## config.mk

```make
export PLATFORM = sky130hd
export DESIGN_NAME = status_excl_monitor
export DESIGN_NICKNAME = d
export VERILOG_FILES = /design/src/rtl/status_mon_pkg.sv /design/src/rtl/sat_counter.sv /design/src/rtl/status_excl_monitor.sv
export SDC_FILE = /design/constraint.sdc
export NUM_CORES = 1
export LEC_CHECK = 0
export ABC_AREA = 0
export CELL_PAD_IN_SITES_DETAIL_PLACEMENT = 2
export CELL_PAD_IN_SITES_GLOBAL_PLACEMENT = 2
export CORE_AREA = 2 2 150 152
export CTS_CLUSTER_DIAMETER = 30
export DETAILED_ROUTE_END_ITERATION = 6
export DIE_AREA = 0 0 152 154
export GPL_ROUTABILITY_DRIVEN = 1
export PLACE_DENSITY = 0.83
export SLEW_MARGIN = 30
export SYNTH_ARGS = -nofsm -noshare
export SYNTH_HDL_FRONTEND = slang
export SYNTH_SLANG_ARGS = --single-unit
```

## constraint.sdc

```tcl
create_clock -name clk -period 2.7 [get_ports clk]
set_input_delay 0.405 -clock clk [delete_from_list [all_inputs] [get_ports clk]]
set_output_delay 0.405 -clock clk [all_outputs]
set_load 0.01 [all_outputs]
```

## src/rtl/status_mon_pkg.sv

```systemverilog
// Shared constants for the status exclusion monitor: status bit map,
// default rule tables and the monitor FSM state type.
package status_mon_pkg;

  // Bit positions inside the monitored status word.
  localparam int unsigned BIT_ZERO    = 0;
  localparam int unsigned BIT_INF     = 1;
  localparam int unsigned BIT_NAN     = 2;
  localparam int unsigned BIT_TINY    = 3;
  localparam int unsigned BIT_HUGE    = 4;
  localparam int unsigned BIT_INEXACT = 5;

  // The rule tables are stored wide so any N_RULES up to MAX_RULES can take
  // a slice. Slots beyond the six defined rules hold 8'hFF, an index that is
  // out of range for any practical status width, so those rules never fire.
  localparam int unsigned MAX_RULES = 32;

  // Rule 0 sits in the least significant byte.
  // Pairs: zero/inf, zero/nan, zero/huge, inf/tiny, nan/tiny, huge/tiny.
  localparam logic [MAX_RULES*8-1:0] DEF_RULE_A = {
    {(MAX_RULES-6){8'hFF}},
    8'(BIT_HUGE), 8'(BIT_NAN), 8'(BIT_INF),
    8'(BIT_ZERO), 8'(BIT_ZERO), 8'(BIT_ZERO)
  };
  localparam logic [MAX_RULES*8-1:0] DEF_RULE_B = {
    {(MAX_RULES-6){8'hFF}},
    8'(BIT_TINY), 8'(BIT_TINY), 8'(BIT_TINY),
    8'(BIT_HUGE), 8'(BIT_NAN), 8'(BIT_INF)
  };

  // Monitor FSM: armed until the first violating sample, then tripped
  // until an explicit clear.
  typedef enum logic {
    ST_ARMED   = 1'b0,
    ST_TRIPPED = 1'b1
  } mon_state_t;

endpackage

```

## src/rtl/sat_counter.sv

```systemverilog
// Saturating up-counter with synchronous clear; holds at all-ones.
module sat_counter #(
  parameter int W = 16
) (
  input  logic         clk,
  input  logic         rst_n,
  input  logic         clr,
  input  logic         inc,
  output logic [W-1:0] cnt
);

  // Clear has priority; increments stop once the counter reaches all-ones.
  always_ff @(posedge clk or negedge rst_n) begin
    if (!rst_n) begin
      cnt <= '0;
    end else if (clr) begin
      cnt <= '0;
    end else if (inc && (cnt != {W{1'b1}})) begin
      cnt <= cnt + W'(1);
    end
  end

endmodule

```

## src/rtl/status_excl_monitor.sv

```systemverilog
// Watches a status word for pairs of flags that must never be set together.
// Reports per-sample violations one cycle later, keeps sticky flags and
// saturating per-rule counters, and captures the first failing sample.
//
// Handshake: a sample is accepted on a rising edge where status_valid=1 and
// clear=0; its result appears on viol_valid/viol_vec after that edge for
// exactly one cycle. There is no back-pressure.
module status_excl_monitor
  import status_mon_pkg::*;
#(
  parameter int N_STATUS = 8,
  parameter int N_RULES  = 6,
  parameter int CNT_W    = 16,
  parameter logic [N_RULES*8-1:0] RULE_A = DEF_RULE_A[N_RULES*8-1:0],
  parameter logic [N_RULES*8-1:0] RULE_B = DEF_RULE_B[N_RULES*8-1:0],
  localparam int RW = $clog2(N_RULES)
) (
  input  logic                clk,
  input  logic                rst_n,
  input  logic                status_valid,
  input  logic [N_STATUS-1:0] status,
  input  logic                clear,
  input  logic [RW-1:0]       rd_rule,
  output logic                viol_valid,
  output logic [N_RULES-1:0]  viol_vec,
  output logic [N_RULES-1:0]  viol_sticky,
  output logic                tripped,
  output logic [RW-1:0]       first_rule,
  output logic [N_STATUS-1:0] first_status,
  output logic [CNT_W-1:0]    first_idx,
  output logic [CNT_W-1:0]    rd_count,
  output logic                dbg_state
);

  mon_state_t          state_q, state_d;
  logic [N_RULES-1:0]  hit;
  logic                accept;
  logic                any_hit;
  logic                capture_en;
  logic [RW-1:0]       low_rule;
  logic [CNT_W-1:0]    sample_cnt;
  logic [CNT_W-1:0]    rule_cnt [N_RULES];
  logic [CNT_W-1:0]    rd_mux;

  // clear beats a simultaneous sample: the sample is simply dropped.
  assign accept  = status_valid & ~clear;
  assign any_hit = |hit;

  // Rule evaluation; out-of-range bit indices are resolved at elaboration
  // so such rules are tied off.
  for (genvar r = 0; r < N_RULES; r++) begin : g_rule
    localparam int unsigned IA = int'(RULE_A[r*8 +: 8]);
    localparam int unsigned IB = int'(RULE_B[r*8 +: 8]);
    if ((IA < N_STATUS) && (IB < N_STATUS)) begin : g_live
      assign hit[r] = status_valid & status[IA] & status[IB];
    end else begin : g_dead
      assign hit[r] = 1'b0;
    end
  end

  // Lowest-index violated rule of the current sample.
  always_comb begin
    low_rule = '0;
    for (int r = N_RULES - 1; r >= 0; r--) begin
      if (hit[r]) low_rule = RW'(r);
    end
  end

  // Next-state logic: trip on the first violating sample, re-arm on clear.
  always_comb begin
    state_d    = state_q;
    capture_en = 1'b0;
    case (state_q)
      ST_ARMED: begin
        if (accept && any_hit) begin
          state_d    = ST_TRIPPED;
          capture_en = 1'b1;
        end
      end
      ST_TRIPPED: begin
        if (clear) state_d = ST_ARMED;
      end
      default: state_d = ST_ARMED;
    endcase
  end

  // FSM state register.
  always_ff @(posedge clk or negedge rst_n) begin
    if (!rst_n) state_q <= ST_ARMED;
    else        state_q <= state_d;
  end

  assign tripped   = (state_q == ST_TRIPPED);
  assign dbg_state = state_q;

  // Per-sample result, sticky flags, sample numbering and first-failure capture.
  always_ff @(posedge clk or negedge rst_n) begin
    if (!rst_n) begin
      viol_valid   <= 1'b0;
      viol_vec     <= '0;
      viol_sticky  <= '0;
      sample_cnt   <= '0;
      first_rule   <= '0;
      first_status <= '0;
      first_idx    <= '0;
    end else if (clear) begin
      viol_valid   <= 1'b0;
      viol_vec     <= '0;
      viol_sticky  <= '0;
      sample_cnt   <= '0;
      first_rule   <= '0;
      first_status <= '0;
      first_idx    <= '0;
    end else begin
      viol_valid <= accept;
      viol_vec   <= accept ? hit : '0;
      if (accept) begin
        viol_sticky <= viol_sticky | hit;
        sample_cnt  <= sample_cnt + CNT_W'(1);
      end
      if (capture_en) begin
        first_rule   <= low_rule;
        first_status <= status;
        first_idx    <= sample_cnt;
      end
    end
  end

  // One saturating counter per rule.
  for (genvar r = 0; r < N_RULES; r++) begin : g_cnt
    sat_counter #(.W(CNT_W)) u_cnt (
      .clk   (clk),
      .rst_n (rst_n),
      .clr   (clear),
      .inc   (accept & hit[r]),
      .cnt   (rule_cnt[r])
    );
  end

  // Read mux; indices with no rule behind them read as zero.
  always_comb begin
    rd_mux = '0;
    for (int r = 0; r < N_RULES; r++) begin
      if (rd_rule == RW'(r)) rd_mux = rule_cnt[r];
    end
  end

  // Registered counter read port.
  always_ff @(posedge clk or negedge rst_n) begin
    if (!rst_n) rd_count <= '0;
    else        rd_count <= rd_mux;
  end

endmodule

```

# ---- Yosys cells after proc, flatten, opt, wreduce, memory -nomap -nowiden
# Cells that the tools add are included.
dict set report word_totals {
  regBits 169
  latch_bits 0
  mem_bits_rw 0
  mem_bits_ro 0
  input_bits 15
  out_inout_bits 58
  elab_cells 111
  n_memories 0
}
dict set report op_classes {
  addsub 7
  mul 0
  n_div 0
  n_lt_le_gt_ge 0
  n_eq_ne 11
  n_shift 0
  muxes 41
  n_bitwise 20
  n_reduce_logical 17
}
# cell n
set op_table {}
lappend op_table {{$mux 16} 22}
lappend op_table {{$add 16x1->16 const B} 7}
lappend op_table {{$ne 16x16->1 const B} 6}
lappend op_table {{$mux 3} 8}
lappend op_table {{$mux 6} 4}
lappend op_table {{$and 1x1->1} 17}
lappend op_table {{$mux 8} 2}
lappend op_table {{$reduce_bool 2->1} 8}
lappend op_table {{$logic_and 1x1->1} 7}
lappend op_table {{$eq 3x2->1 const B} 2}
lappend op_table {{$eq 3x3->1 const B} 2}
lappend op_table {{$or 6x6->6} 1}
lappend op_table {{$reduce_or 6->1} 1}
lappend op_table {{$mux 1} 4}
lappend op_table {{$eq 3x1->1 const B} 1}
lappend op_table {{$logic_not 3->1} 1}
lappend op_table {{$not 1->1} 2}
lappend op_table {{$pmux 1 s2} 1}

# ---- Longest topological paths before layout
# Gate-level depths: netlist of the first run.
dict set report depth {
  ltp_word 10
  depth_mapped 7
  ltp_nobuf 7
}

# ---- Hierarchy
# From an unflattened synthesis of the first run, not the netlist that was laid out.
dict set report unflattened {
  hier_cells 925
  area_unflattened_um2 9267.6
}
# module n_inst cells_per_inst area_per_inst_um2 seq_area_each_um2
set modules_own_cells {}
lappend modules_own_cells {sat_counter 6 98 942.2 400.4}
lappend modules_own_cells {status_excl_monitor 1 337 3614.7 1826.8}

# ---- Least setup slack after synthesis of the first run
# Ideal clock, no wire load.
dict set report synth_timing {
  kind {register to register}
  start {register g_cnt[2].u_cnt.cnt[0]}
  end {register g_cnt[2].u_cnt.cnt[1]}
  setup_time_ns 0.132
  t_arrival_ns 1.710
  required_time_ns 2.568
  slack_ns 0.858
  path_stages_with_launch 8
  path_buffers 1
  period_less_slack_ns 1.842
  cell_sequence {dfrtp_1 ha_1 nand2_1 or4_4 buf_6 o21ai_4 mux2i_1 nor2_1}
}
dict set report synth_between {
  elab_chain_cells 3
  elab_cells_between_ends 6
  cone_classes {add/sub (1); eq/ne (1); mux (2); reduce/logical (2)}
}
# element line
set synth_rtl {}
lappend synth_rtl {{start: declaration} sat_counter.sv:9} ;# output logic [W-1:0] cnt
lappend synth_rtl {{start signal: assignment} sat_counter.sv:19} ;# cnt <= cnt + W'(1);
lappend synth_rtl {{$add 16x1->16 / $ne 16x16->1 (equally long branches)} {sat_counter.sv:19, sat_counter.sv:18}}
lappend synth_rtl {{$mux 16 / $logic_and 1x1->1 (equally long branches)} sat_counter.sv:18} ;# end else if (inc && (cnt != {W{1'b1}})) begin
lappend synth_rtl {{$mux 16 / $reduce_bool 2->1 (equally long branches)} n/a}
# Several ways; a longest one is shown, not always the timed one. The select of a mux whose other input is x is not followed.
# A chain may end at the register's enable or synchronous reset.

# ---- Worst setup path after layout of the first run
dict set report layout_timing {
  start {input port status_valid}
  end {register sample_cnt[13]}
}
dict set report layout_between {
  elab_chain_cells 2
}
# element line
set layout_rtl {}
lappend layout_rtl {{start: declaration} status_excl_monitor.sv:20} ;# input logic status_valid,
lappend layout_rtl {{$and 1x1->1} status_excl_monitor.sv:46} ;# assign accept = status_valid & ~clear;
lappend layout_rtl {{$reduce_bool 2->1 (no line)} n/a}
lappend layout_rtl {{end signal: assignment} status_excl_monitor.sv:119} ;# sample_cnt <= sample_cnt + CNT_W'(1);
lappend layout_rtl {{end: declaration} status_excl_monitor.sv:41} ;# logic [CNT_W-1:0] sample_cnt;
# No other way between the ends.

==> results.txt, run 1 <==
----------------------------------------------------
[Outcome]
  Status ... finished, final reports clean

[CTS]
  Number of clock buffers inserted by TritonCTS ... 17
  Clock sink count ... between 150 and 200
  Clock slew at reported path FFs ... around 0.080 ns
  TritonCTS clock tree ... built
  Buffer type at the clock tree root ... clkbuf_16
  CTS max path bufs ... 2
  Clk Latency, worst-skew pair ... 0.45 ns
  H-tree levels ... 4

[Logic synthesis]
  Commonest register cell after synthesis ... dfrtp_1
  Area share of the largest cell type after synthesis ... slightly below 50%
  Synth Register Bits ... about 170
  Post-synthesis instance area ... ~8600 sq um
  Top post-synthesis cells by count ... dfrtp_1 (169), nor2_1 (120), nand2_1 (90)
  Most used standard cell by instance count after synthesis ... dfrtp_1
  FFs w/ async S/R, synth ... 100.0%
  Biggest area contributors in the synthesized netlist ... dfrtp_1 (49%), nor2_1 (5.2%), xor2_1 (4.8%), mux2i_1 (4.0%), nand2_1 (3.9%)
  Library cell occupying the most area in the post-synthesis netlist ... dfrtp_1
  Warnings from Yosys ... 0
  Share of the yosys chip area belonging to registers ... just under 50%
  Number of enable flip-flop cells after synthesis ... 0
  Synth unique cells ... 52
  Synthesized instance count ... ~890
  Synthesized net count ... about 910
  Mean post-synth cell area ... between 9 and 10 sq um

[Layout]
  Layout cell share with drive strength beyond 1 ... between 8 and 9%
  Fill cells ... around 2300
  Design Area, Final ... roughly 10000 sq um
  Layout Area Growth over Synthesis ... 20.25%
  Final instance count without filler cells ... around 1300
  Number of nets in the layout ... between 900 and 1000

[Worst hold path]
  Type of the most critical hold path ... input pin to register

[Place]
  Half-perimeter wire length of the detailed placement result ... between 15 and 20 mm
  Cells after DPL ... roughly 1200
  Gp weighted congestion ... 0.8385
  Pre-CTS setup slack ... -0.005707 ns
  Port Buffer Count ... 72
  Area after detailed placement ... about 10000 sq um

[Die]
  Die area ... between 20000 and 25000 sq um
  Number of top-level pins ... between 70 and 80
  Die Span X ... 152 microns
  Initial core utilization ... 39.63%
  Core ar. ... ~22000 sq um
  Die Y ... about 150 microns
  Placement row count ... 54

[Pwr]
  Total net switching power ... 0.001499 W
  Combinational group share of total power ... under 10%
  Leakage ... approximately 4.3 nW
  Worst vdd rail ir drop ... 0.3263 mV
  Internal power ... ~0.004 W
  Switching Share ... about 28%
  Clock network fraction of total power ... a little under half
  Power per cell area ... between 500 and 600 nW/um^2
  Reg power frac ... roughly 48%

[Setup path]
  Critical path peak fanout ... 13
  Delay-heaviest family, CP ... simple AND/OR/NAND/NOR gates
  CP Capture Type ... register
  Worst stage delay on the critical path ... 0.64 ns
  Buf+Inv Stages, Crit Path ... 2
  CP required ... about 3 ns
  Cell with the largest stage delay on the worst path ... clkdlybuf4s50_1
  Class of the most critical setup path ... input pin to register
  Critical path cell sequence ... clkdlybuf4s50_1 > buf_4 > nand4_1 > nor3_1 > nand3_1 > xor2_1 > nor2_1
  Launching element type of the critical path ... input pin
  Worst path arrival time ... 2.63 ns

[Global route]
  Number of antenna violations at the first check in global routing ... 0
  Overflow left after global routing ... 0
  Largest net degree at the start of global routing ... 81
  Via count of the first global-routing pass ... 8242
  Global-route usage over all layers ... a little over a quarter
  Wire length of the first global-routing pass ... slightly below 50 mm

[STA]
  Share of the cycle needed by the critical path after routing ... 86.55%
  Rel. slew slack ... 41.02%
  Total setup violations reported at the end of the flow ... 0
  Number of endpoints with negative hold slack in the final report ... 0
  Worst hold slack ... between 0.3 and 0.4 ns
  Setup repair after global routing missed its margin ... no
  Final critical path time including I/O delays and setup ... ~2.3 ns
  Setup Skew ... around 0.013 ns
  Achievable Freq ... around 430 MHz
  Slew at the pin closest to its max-slew limit ... a little under 0.9 ns
  Final Worst Setup Slack ... roughly 0.36 ns
  Slew Limit Fails ... 0

[Drt]
  Per-cell via count in the routed design ... around 5.8
  Number of remaining DRC errors ... 0
  Vias ... 7349
  Post-route antenna net violation count ... 0
  Wire length reported by the detailed router ... between 30 and 40 mm
  Router iterations before antenna repair ... 5
  Detailed-route wire length per cell ... around 24 microns
  Starting DRT DRC Count ... 546

[Run]
  Max-cap violation count ... 0

----------------------------------------------------
==> worst min-delay path: stages <==
cell	delay, ns
buf_4	0.13
nor2b_2	0.06
buf_4	0.14
==> cell families (layout without fill, tap and decap cells) <==
kind of cell / Yosys count / after routing / synth area share [%]
flip-flops: 169 / 169 / 49.21
multiplexers: 44 / 44 / 6.580
adder cells (fa/ha/maj): 7 / 7 / 1.019
AND/OR/NAND/NOR: 397 / 397 / 22.96
XOR/XNOR: 81 / 81 / 8.254
AO/OA/AOI/OAI: 122 / 122 / 8.735
buffers and inverters: 66 / 157 / 3.246
other: 0 / 1 / 0
==> registers in the layout, summed over array words and instances, names as in the netlist <==
signal           cells
g_cnt.u_cnt.cnt     96
viol_vec             6
dbg_state            1
first_rule           3
first_idx           16
first_status         8
viol_sticky          6
viol_valid           1
sample_cnt          16
rd_count            16
==> final timing paths <==
path	start	to	slack, ns	depth (start not counted)
worst min-delay path	clear	viol_valid$_DFF_PN0_	0.32	3
min in group asynchronous	rst_n	viol_vec[0]$_DFF_PN0_	0.44	2
worst max-delay path	status_valid	sample_cnt[13]$_DFFE_PN0P_	0.36	7
worst max register to register	g_cnt[2].u_cnt.cnt[1]$_DFFE_PN0P_	g_cnt[2].u_cnt.cnt[1]$_DFFE_PN0P_	0.50	6
max in group asynchronous	rst_n	g_cnt[0].u_cnt.cnt[10]$_DFFE_PN0P_	1.51	3
worst min register to register	sample_cnt[15]$_DFFE_PN0P_	first_idx[15]$_DFFE_PN0P_	0.52	2
==> area by class of cell <==
cell class / count / area [sq um] / area share (%)
flip-flops and latches: 169 / 4229 / 40.92
multi-input cells: 651 / 4093 / 39.60
repair buffers: 100 / 964.7 / 9.334
clock buffers: 17 / 425.4 / 4.116
well taps: 280 / 350.3 / 3.390
clock inverters: 15 / 176.4 / 1.707
inverters: 25 / 93.84 / 0.9080
diodes: 1 / 2.502 / 0.02421
==> per-stage QoR <==
| step | util (%) | TNS, ns | total power, W |
|---|---|---|---|
| after floorplan | - | 0 | 0.002765 |
| after global placement | 44.82 | 0 | 0.002935 |
| after detailed placement | 44.82 | -0.005707 | 0.002941 |
| after CTS | 47.64 | 0 | 0.005482 |
| after global routing | 47.64 | 0 | 0.005603 |
| final | 47.65 | 0 | 0.005418 |
==> cells in the final DEF, fill, tap and decap left out, types with 6 or more instances in the layout <==
cell type / count
dfrtp_1: 169
nor2_1: 120
nand2_1: 90
clkdlybuf4s50_1: 69
a21oi_1: 49
xor2_1: 47
nand3_1: 38
nand4_1: 36
mux2i_1: 34
xnor2_1: 34
inv_1: 25
buf_4: 25
nor3_1: 22
o21ai_0: 21
and3_1: 18
clkbuf_16: 17
or3_1: 11
mux4_2: 10
o22ai_1: 10
and2_1: 8
o211ai_1: 7
nor4_1: 7
and4_1: 7
a31oi_1: 7
ha_1: 7
o221ai_1: 6
nand4b_1: 6
nand2b_1: 6
inv_8: 6
==> layer usage <==
metal / wire length, microns / part of all wire, % / track usage, % / up-vias
met4: 875 / 2.9 / 10.68 / 0
met5: 0 / 0 / 0 / -
met2: 14540 / 48 / 43.89 / 187
met1: 13260 / 44 / 35.17 / 3826
li1: - / - / - / 3283
met3: 1338 / 4.5 / 4.763 / 53
==> power by group through the flow <==
stage          Clock [W]  Combinational, W  Sequential (W)
2_1_floorplan          0          0.000141         0.00262
3_3_place_gp           0          0.000314         0.00262
3_5_place_dp           0          0.000319         0.00262
4_1_cts          0.00258          0.000325         0.00257
5_1_grt          0.00267          0.000352         0.00258
6_report         0.00253          0.000319         0.00257
==> what timing repair did <==
| action | in CTS | in global routing |
|---|---|---|
| buffers inserted | 0 | 0 |
| hold buffers | 1 | 0 |
| hold endpoints to repair | 37 | 0 |
| gates resized for setup | 0 | 0 |
No activity file was read; power rests on OpenSTA's default activity.
==> run 2, diff against run 1 <==
ABC_CLOCK_PERIOD_IN_PS = 2400   (was default)
CAP_MARGIN = 30   (was default)
CORE_AREA = 2 2 156 158   (was 2 2 150 152)
DIE_AREA = 0 0 158 160   (was 0 0 152 154)
PLACE_DENSITY = 0.78   (was 0.83)
clock period = 2.4 ns   (was 2.7 ns; I/O delays follow)
==> run 2 against run 1 <==
Design area rose by 2.3%. Wire length shrank 5.7%. Critical path depth decreased by 1. Clock skew up 0.0039 ns. First-iteration DRC count is 16% lower. Sequential power up 12%. Combinational power rose by 20%. Setup slack lost 0.17 ns.
==> results.txt, run 2 (synthesized netlist as in run 1, its figures left out) <==
----------------------------------------------------
[STA]
  Slew Limit Fails ... 0 (unchanged)
  Slew at the pin closest to its max-slew limit ... 0.9074 ns (+0.02271 ns)
  Worst hold slack ... 0.2955 ns (-0.02459 ns)
  Total setup violations reported at the end of the flow ... 0 (unchanged)
  Rel. slew slack ... 39.50% (-1.5 points)
  Share of the cycle needed by the critical path after routing ... slightly above 90%
  Final critical path time including I/O delays and setup ... about 2.2 ns
  Achievable Freq ... 453.5 MHz
  Setup Skew ... 0.01667 ns (+0.003938 ns)
  Setup repair after global routing missed its margin ... no
  Final Worst Setup Slack ... 0.1948 ns (-0.1685 ns)
  Number of endpoints with negative hold slack in the final report ... 0 (unchanged)

[CTS]
  CTS max path bufs ... 2 (unchanged)
  TritonCTS clock tree ... built
  H-tree levels ... 4 (unchanged)
  Post CTS Setup Buffer Count ... 0 (unchanged)
  Clock sink count ... 169 (unchanged)
  Clk Latency, worst-skew pair ... 0.45 ns (about the same)
  Buffer type at the clock tree root ... clkbuf_16
  Number of clock buffers inserted by TritonCTS ... 17 (unchanged)
  Clock slew at reported path FFs ... 0.08 ns (about the same)

[Run]
  Max-cap violation count ... 0 (unchanged)

[Setup path]
  Worst reg-to-reg path cell count ... 6 (unchanged)
  CP Capture Type ... register
  Critical R2R Capture ... g_cnt[1].u_cnt.cnt[13]$_DFFE_PN0P_
  Reg2Reg Setup Slack ... 0.19 ns (-0.31 ns)
  Cell with the largest stage delay on the worst path ... o21ai_0
  Worst path arrival time ... 2.49 ns (-0.14 ns)
  R2R Path Start ... g_cnt[1].u_cnt.cnt[1]$_DFFE_PN0P_
  Launching element type of the critical path ... register
  CP required ... 2.69 ns (-0.30 ns)
  Critical path cell sequence ... ha_1 > nand4_1 > o21ai_0 > nor4_1 > xnor2_1 > nor2_1
  Worst stage delay on the critical path ... 0.69 ns (+0.05 ns)
  Class of the most critical setup path ... register to register
  Critical path peak fanout ... 6 (-7)

[Die]
  Die area ... 25280 sq um (+8.0%)
  Number of top-level pins ... 73 (unchanged)
  Die Span X ... 158 microns (+3.9%)
  Initial core utilization ... 36.08% (-3.5 points)
  Placement row count ... 57 (+5.6%)
  Die Y ... 160 microns (+3.9%)
  Core ar. ... 23820 sq um (+9.8%)

[Layout]
  Most common cell after layout, fill and taps aside ... dfrtp_1
  Layout cell share with drive strength beyond 1 ... 10.90% (+2.2 points)
  Design Area, Final ... 10570 sq um (+2.3%)
  Fill cells ... 2575 (+13%)
  Antenna Cells ... 0 (-1)
  Sequential cell area ... 4229 sq um (unchanged)
  Finished Core Util ... 44.39% (-3.3 points)
  Leading cell types in the layout, fill and taps excluded ... dfrtp_1 (169), nor2_1 (119), nand2_1 (90), clkdlybuf4s50_1 (69), a21oi_1 (49)
  Number of nets in the layout ... 1009 (+2.3%)
  Largest register by flop count ... g_cnt.u_cnt.cnt
  Area taken by multi-input logic gates ... 4100 sq um (+0.18%)
  Layout Area Growth over Synthesis ... 23.03%
  Flip-flop count of the largest register, all copies and words added ... 96 (unchanged)

[Pwr]
  Switching Share ... 27.05% (-0.62 points)
  PnR Total Power ... 0.006053 W (+12%)
  Reg power frac ... 47.8% (+0.3 points)
  Clock network fraction of total power ... 45.9% (-0.7 points)
  Combinational group share of total power ... 6.3% (+0.4 points)
  Power per cell area ... 572.4 nW/um^2 (+9.2%)
  Internal power ... 0.004415 W (+13%)
  Worst vdd rail ir drop ... 0.3242 mV (-0.66%)
  Leakage ... 4.427 nW (+2.5%)
  Total net switching power ... 0.001637 W (+9.2%)

[Global route]
  Overflow left after global routing ... 0 (unchanged)
  Global-route usage over all layers ... 23.78% (-2.9 points)
  Largest net degree at the start of global routing ... 84 (+3.7%)
  Via count of the first global-routing pass ... 8089 (-1.9%)
  Number of antenna violations at the first check in global routing ... 0 (unchanged)
  Wire length of the first global-routing pass ... 46.20 mm (-5.2%)

[Drt]
  Wire length reported by the detailed router ... 28.30 mm (-5.7%)
  Detailed-route wire length per cell ... 21.38 microns (-10%)
  Number of remaining DRC errors ... 0 (unchanged)
  Per-cell via count in the routed design ... 5.508 (-5.7%)
  Post-route antenna net violation count ... 0 (unchanged)
  Vias ... 7292 (-0.78%)
  Starting DRT DRC Count ... 461 (-16%)
  Router iterations before antenna repair ... 4 (-1)

[Place]
  Area after detailed placement ... 9968 sq um (+2.5%)
  Gp weighted congestion ... 0.8414 (+0.35%)
  Half-perimeter wire length of the detailed placement result ... 19.91 mm (+1.7%)
  Pre-CTS setup slack ... -0.04890 ns (-0.04319 ns)
  Port Buffer Count ... 72 (unchanged)

[Outcome]
  Status ... finished, final reports clean

[Worst hold path]
  Type of the most critical hold path ... input pin to register
  Startpoint of the tightest hold check path ... clear
  End point of the worst hold path ... viol_valid$_DFF_PN0_
  Hold path depth ... 3 (unchanged)

----------------------------------------------------
[run 2: cell count changes in the layout (fill, tap and decap cells not counted)]
cell        previous run  this run
buf_4                 25        47
inv_6                  2         4
inv_8                  6         4
buf_12                 3         4
clkinv_4               3         2
clkinvlp_4             0         1
diode_2                1         0
nor2_1               120       119
nor2_4                 0         1
[run 2: what timing repair did]
action | 4_1_cts | 5_1_grt
resized for setup | 0 | 0
endpoints found under the hold margin | 49 | 0
endpoints found under the setup margin | 0 | 0
hold buffers | 1 | 0
[run 2: power by group through the flow]
stage | clock network [W] | registers (W) | logic, W
3_3_place_gp | 0 | 0.00295 | 0.000381
4_1_cts | 0.00285 | 0.00289 | 0.000393
6_report | 0.00278 | 0.00289 | 0.000383
2_1_floorplan | 0 | 0.00295 | 0.000159
5_1_grt | 0.00296 | 0.00290 | 0.000424
3_5_place_dp | 0 | 0.00295 | 0.000388
[run 2: final cells by class]
cell class | count | area share [%]
inverters | 25 | 0.8875
multi-input cells | 651 | 38.78
well taps | 324 | 3.834
repair buffers | 123 | 10.87
flip-flops and latches | 169 | 40.00
clock buffers | 17 | 4.023
clock inverters | 15 | 1.609
[run 2: metrics by stage]
step           instances  setup TNS [ns]
2_1_floorplan        886               0
3_3_place_gp        1291         -0.4572
3_5_place_dp        1291         -0.1146
4_1_cts             1324               0
5_1_grt             1324               0
6_report            1324               0
[run 2: worst max path at each step]
stage	from	to	cells after the start
after CTS	g_cnt[1].u_cnt.cnt[1]$_DFFE_PN0P_	g_cnt[1].u_cnt.cnt[13]$_DFFE_PN0P_	6
final	g_cnt[1].u_cnt.cnt[1]$_DFFE_PN0P_	g_cnt[1].u_cnt.cnt[13]$_DFFE_PN0P_	6
after global routing	g_cnt[1].u_cnt.cnt[0]$_DFFE_PN0P_	g_cnt[1].u_cnt.cnt[13]$_DFFE_PN0P_	6
after global placement	status[3]	first_rule[2]$_DFFE_PN0P_	5
after floorplan	g_cnt[2].u_cnt.cnt[0]$_DFFE_PN0P_	g_cnt[2].u_cnt.cnt[1]$_DFFE_PN0P_	7
after detailed placement	status[3]	g_cnt[5].u_cnt.cnt[15]$_DFFE_PN0P_	7
[run 2: critical path, delay by kind of cell, from the launching register on]
family          cells  cell delay [ns]
compound gates      1             0.69
simple gates        3             0.50
flops               1             0.44
fa+ha+maj           1             0.25
xor+xnor            1             0.18
[run 2: metal layers]
layer | vias to the layer above | GRT usage, % | wire (microns)
li1 | 3322 | - | -
met3 | 37 | 3.799 | 1090
met2 | 141 | 38.52 | 13810
met5 | - | 0 | 0
met1 | 3792 | 32.16 | 12610
met4 | 0 | 8.681 | 796
==> run 3, diff against run 2 <==
ABC_AREA = 1   (was 0)
CORE_AREA = 2 2 173 175   (was 2 2 156 158)
DIE_AREA = 0 0 175 177   (was 0 0 158 160)
==> run 3 against run 2 <==
Worst hold slack worse by 0.046 ns. Largest power group unchanged. Largest cell class is now multi-input gates. Non-clock buffer count fell by 16. Critical path depth up 3. Utilization shrank 4.7 points. First-iteration DRC count grew 1.7%. Highest routed layer unchanged. Count of clock-buffer cells in the layout did not move. Register-to-register slack improved by 0.06 ns. Wire length up 28%.
==> results.txt, run 3 <==
----------------------------------------------------
[Place]
  Cells after DPL ... 1819 (+41%)
  Half-perimeter wire length of the detailed placement result ... 26.54 mm (+33%)
  Pre-CTS setup slack ... 0.09959 ns (+0.1485 ns)
  Gp weighted congestion ... 0.8261 (-1.8%)
  Area after detailed placement ... 11030 sq um (+11%)
  Port Buffer Count ... 72 (unchanged)

[Die]
  Die Span X ... 175 microns (+11%)
  Number of top-level pins ... 73 (unchanged)
  Die Y ... 177 microns (+11%)
  Initial core utilization ... 33.23% (-2.8 points)
  Core ar. ... 29240 sq um (+23%)
  Die area ... 30980 sq um (+23%)
  Placement row count ... 63 (+11%)

[CTS]
  Buffer type at the clock tree root ... clkbuf_16
  Post CTS Setup Buffer Count ... 0 (unchanged)
  H-tree levels ... 4 (unchanged)
  Count of hold-fix buffers inserted at cts ... 1 (unchanged)
  Post-cts sizing count ... 0 (unchanged)
  Clk Latency, worst-skew pair ... 0.45 ns (about the same)
  CTS max path bufs ... 2 (unchanged)
  Number of clock buffers inserted by TritonCTS ... 17 (unchanged)
  Clock sink count ... 169 (unchanged)
  Clock slew at reported path FFs ... 0.08 ns (about the same)
  TritonCTS clock tree ... built

[STA]
  Achievable Freq ... 465.6 MHz (+2.7%)
  Final Worst Setup Slack ... 0.2524 ns (+0.05761 ns)
  Slew at the pin closest to its max-slew limit ... 0.6390 ns (-0.2685 ns)
  Slew Limit Fails ... 0 (unchanged)
  Setup Skew ... 0.01211 ns (-0.004554 ns)
  Post-route setup TNS ... 0 ns (unchanged)
  Total setup violations reported at the end of the flow ... 0 (unchanged)
  Share of the cycle needed by the critical path after routing ... 89.48% (-2.4 points)
  Rel. slew slack ... 57.40% (+18 points)
  Final critical path time including I/O delays and setup ... 2.148 ns (-0.05761 ns)
  Setup repair after global routing missed its margin ... no
  Number of endpoints with negative hold slack in the final report ... 0 (unchanged)

[Logic synthesis]
  Library cell occupying the most area in the post-synthesis netlist ... dfrtp_1
  Post-synthesis instance area ... 9718 sq um (+13%)
  Share of cell area taken by muxes after synthesis ... 0% (-6.6 points)
  Top post-synthesis cells by count ... nand2_1 (477), nor2_1 (186), dfrtp_1 (169)
  Mean post-synth cell area ... 7.114 sq um (-27%)
  Adder-cell share of the synthesized area ... 0.9012% (-0.12 points)
  Commonest register cell after synthesis ... dfrtp_1
  Synthesized-area fraction occupied by ao, oa, aoi and oai cells ... 5.845% (-2.9 points)
  Synth Register Bits ... 169 (unchanged)
  Share of the yosys chip area belonging to registers ... 43.52% (-5.7 points)
  Synthesized instance count ... 1366 (+54%)
  Most used standard cell by instance count after synthesis ... nand2_1
  Number of enable flip-flop cells after synthesis ... 0 (unchanged)
  Warnings from Yosys ... 0 (unchanged)
  Dominant combinational cell family by area after synthesis ... simple AND/OR/NAND/NOR gates
  Synthesized net count ... 1388 (+53%)
  Biggest area contributors in the synthesized netlist ... dfrtp_1 (44%), nand2_1 (18%), nor2_1 (7.2%), nand4_1 (6.7%), nand3_1 (5.4%)
  XOR/XNOR Fraction of Synth Area ... 2.704% (-5.6 points)
  FFs w/ async S/R, synth ... 100.0% (unchanged)
  Simple-Gate Fraction of Synth Area ... 40.07% (+17 points)
  Synth unique cells ... 32 (-38%)
  Area share of the largest cell type after synthesis ... 43.52% (-5.7 points)

[Drt]
  Per-cell via count in the routed design ... 5.287 (-4.0%)
  Post-route antenna net violation count ... 0 (unchanged)
  Number of remaining DRC errors ... 0 (unchanged)
  Vias ... 9781 (+34%)
  Starting DRT DRC Count ... 469 (+1.7%)
  Wire length reported by the detailed router ... 36.27 mm (+28%)
  Detailed-route wire length per cell ... 19.60 microns (-8.3%)
  Router iterations before antenna repair ... 4 (unchanged)

[Layout]
  Largest register by flop count ... g_cnt.u_cnt.cnt
  Layout cell share with drive strength beyond 1 ... 6.301% (-4.6 points)
  Design Area, Final ... 11610 sq um (+9.8%)
  Flip-flop count of the largest register, all copies and words added ... 96 (unchanged)
  Most common cell after layout, fill and taps aside ... nand2_1
  Final instance count without filler cells ... 1850 (+40%)
  Fill cells ... 3484 (+35%)
  Finished Core Util ... 39.69% (-4.7 points)
  Leading cell types in the layout, fill and taps excluded ... nand2_1 (477), nor2_1 (186), dfrtp_1 (169), inv_1 (111), nand3_1 (105)
  Antenna Cells ... 0 (unchanged)
  Layout Area Growth over Synthesis ... 19.44%
  Number of nets in the layout ... 1471 (+46%)

[Pwr]
  Clock network fraction of total power ... 45.9% (about the same)
  Switching Share ... 26.27% (-0.78 points)
  Combinational group share of total power ... 7.0% (+0.7 points)
  Power per cell area ... 530.6 nW/um^2 (-7.3%)
  Internal power ... 0.004541 W (+2.8%)
  Total net switching power ... 0.001618 W (-1.2%)
  Worst vdd rail ir drop ... 0.4173 mV (+29%)
  Leakage ... 5.146 nW (+16%)
  Reg power frac ... 47.1% (-0.7 points)

[Global route]
  Wire length of the first global-routing pass ... 59.04 mm (+28%)
  Number of antenna violations at the first check in global routing ... 0 (unchanged)
  Via count of the first global-routing pass ... 10790 (+33%)
  Largest net degree at the start of global routing ... 75 (-11%)
  Global-route usage over all layers ... 24.23% (+0.45 points)
  Overflow left after global routing ... 0 (unchanged)

[Setup path]
  Launching element type of the critical path ... register
  CP required ... 2.78 ns (+0.09 ns)
  Critical path peak fanout ... 17 (+11)
  Launching instance or port of the critical path ... g_cnt[2].u_cnt.cnt[0]$_DFFE_PN0P_
  Class of the most critical setup path ... register to register
  Worst stage delay on the critical path ... 0.47 ns (-0.22 ns)
  Timing endpoint of the critical path ... g_cnt[2].u_cnt.cnt[8]$_DFFE_PN0P_
  Reg2Reg Setup Slack ... 0.25 ns (+0.06 ns)
  R2R Path Start ... g_cnt[2].u_cnt.cnt[0]$_DFFE_PN0P_
  Critical path cell sequence ... ha_1 > inv_1 > nor2_4 > nand2_1 > o21a_1 > buf_12 > nor2_8 > nand2_1 > nand2_1
  Worst reg-to-reg path cell count ... 9 (+3)
  CP Capture Type ... register
  Cell with the largest stage delay on the worst path ... dfrtp_1
  Dominant cell type by count on the critical path ... nand2_1
  Worst path arrival time ... 2.53 ns (+0.04 ns)
  Critical R2R Capture ... g_cnt[2].u_cnt.cnt[8]$_DFFE_PN0P_

[Worst hold path]
  Type of the most critical hold path ... input pin to register

[Run]
  Max-cap violation count ... 0 (unchanged)

[Outcome]
  Status ... finished, final reports clean

----------------------------------------------------
==> run 3: cell types whose count changed after synthesis, moves of 13 or more <==
cell      before  now
o21ai_0       21   39
xnor2_1       34    3
nand4_1       36  104
xor2_1        47   27
nor3_1        22    9
mux2i_1       34    0
o21bai_1       0   15
nor2_1       120  186
nand3_1       38  105
inv_1         25  111
and3_1        18    0
nand2_1       90  477
a21oi_1       49   12
==> run 3: how the worst min path moves through the flow <==
| stage | startpoint | to | slack, ns | cells past startpoint |
|---|---|---|---|---|
| after floorplan | rst_n | dbg_state$_DFF_PN0_ | 0.06 | 0 |
| after global placement | rst_n | g_cnt[1].u_cnt.cnt[2]$_DFFE_PN0P_ | 0.35 | 1 |
| after detailed placement | rst_n | g_cnt[1].u_cnt.cnt[2]$_DFFE_PN0P_ | 0.35 | 1 |
| after CTS | clear | viol_sticky[4]$_DFFE_PN0P_ | 0.24 | 3 |
| after global routing | clear | viol_sticky[4]$_DFFE_PN0P_ | 0.24 | 3 |
| final | clear | viol_sticky[4]$_DFFE_PN0P_ | 0.25 | 3 |
==> run 3: area by class of cell <==
class                           count  area, sq um  area share [%]
Multi-Input combinational cell   1036         4827           41.59
Sequential cell                   169         4229           36.43
Timing Repair Buffer              107         1047           9.022
Tap cell                          390        488.0           4.204
Inverter                          118        445.4           3.837
Clock buffer                       17        425.4           3.665
Clock inverter                     13        145.1           1.250
==> run 3: power groups by stage <==
stage               logic, W  clock network [W]  registers, W
floorplan           0.000183                  0       0.00296
global placement    0.000430                  0       0.00295
detailed placement  0.000437                  0       0.00295
CTS                 0.000442            0.00288       0.00290
global route        0.000478            0.00298       0.00290
finish              0.000431            0.00283       0.00290
==> run 3: metal layers <==
layer,wire (microns),track usage [%],vias up
met2,17650,41.29,148
met1,16600,31.38,4979
li1,-,-,4609
met3,1292,4.446,45
met5,0,0,-
met4,731,7.153,0
==> run 3: worst max-delay path, delay by kind of cell, from the launching register on <==
kind / cells / cell delay [ns]
simple gates: 5 / 0.74
compound gates: 1 / 0.23
buf+inv: 2 / 0.28
fa+ha+maj: 1 / 0.34
flops: 1 / 0.47
==> run 3: stage by stage <==
step	total power (W)	hold slack [ns]
after floorplan	0.003140	0.06441
after global placement	0.003384	0.3468
after detailed placement	0.003391	0.3481
after CTS	0.006222	0.2398
after global routing	0.006365	0.2435
final	0.006159	0.2494
==> run 3: cells by family (layout without fill, tap and decap cells) <==
logic type	count (synthesis)	in the layout
and+or+nand+nor	902	902
DFF	169	169
buffers and inverters	161	255
AOI/OAI and AO/OA	97	97
xor gates and xnor gates	30	30
adders and majority gates	7	7
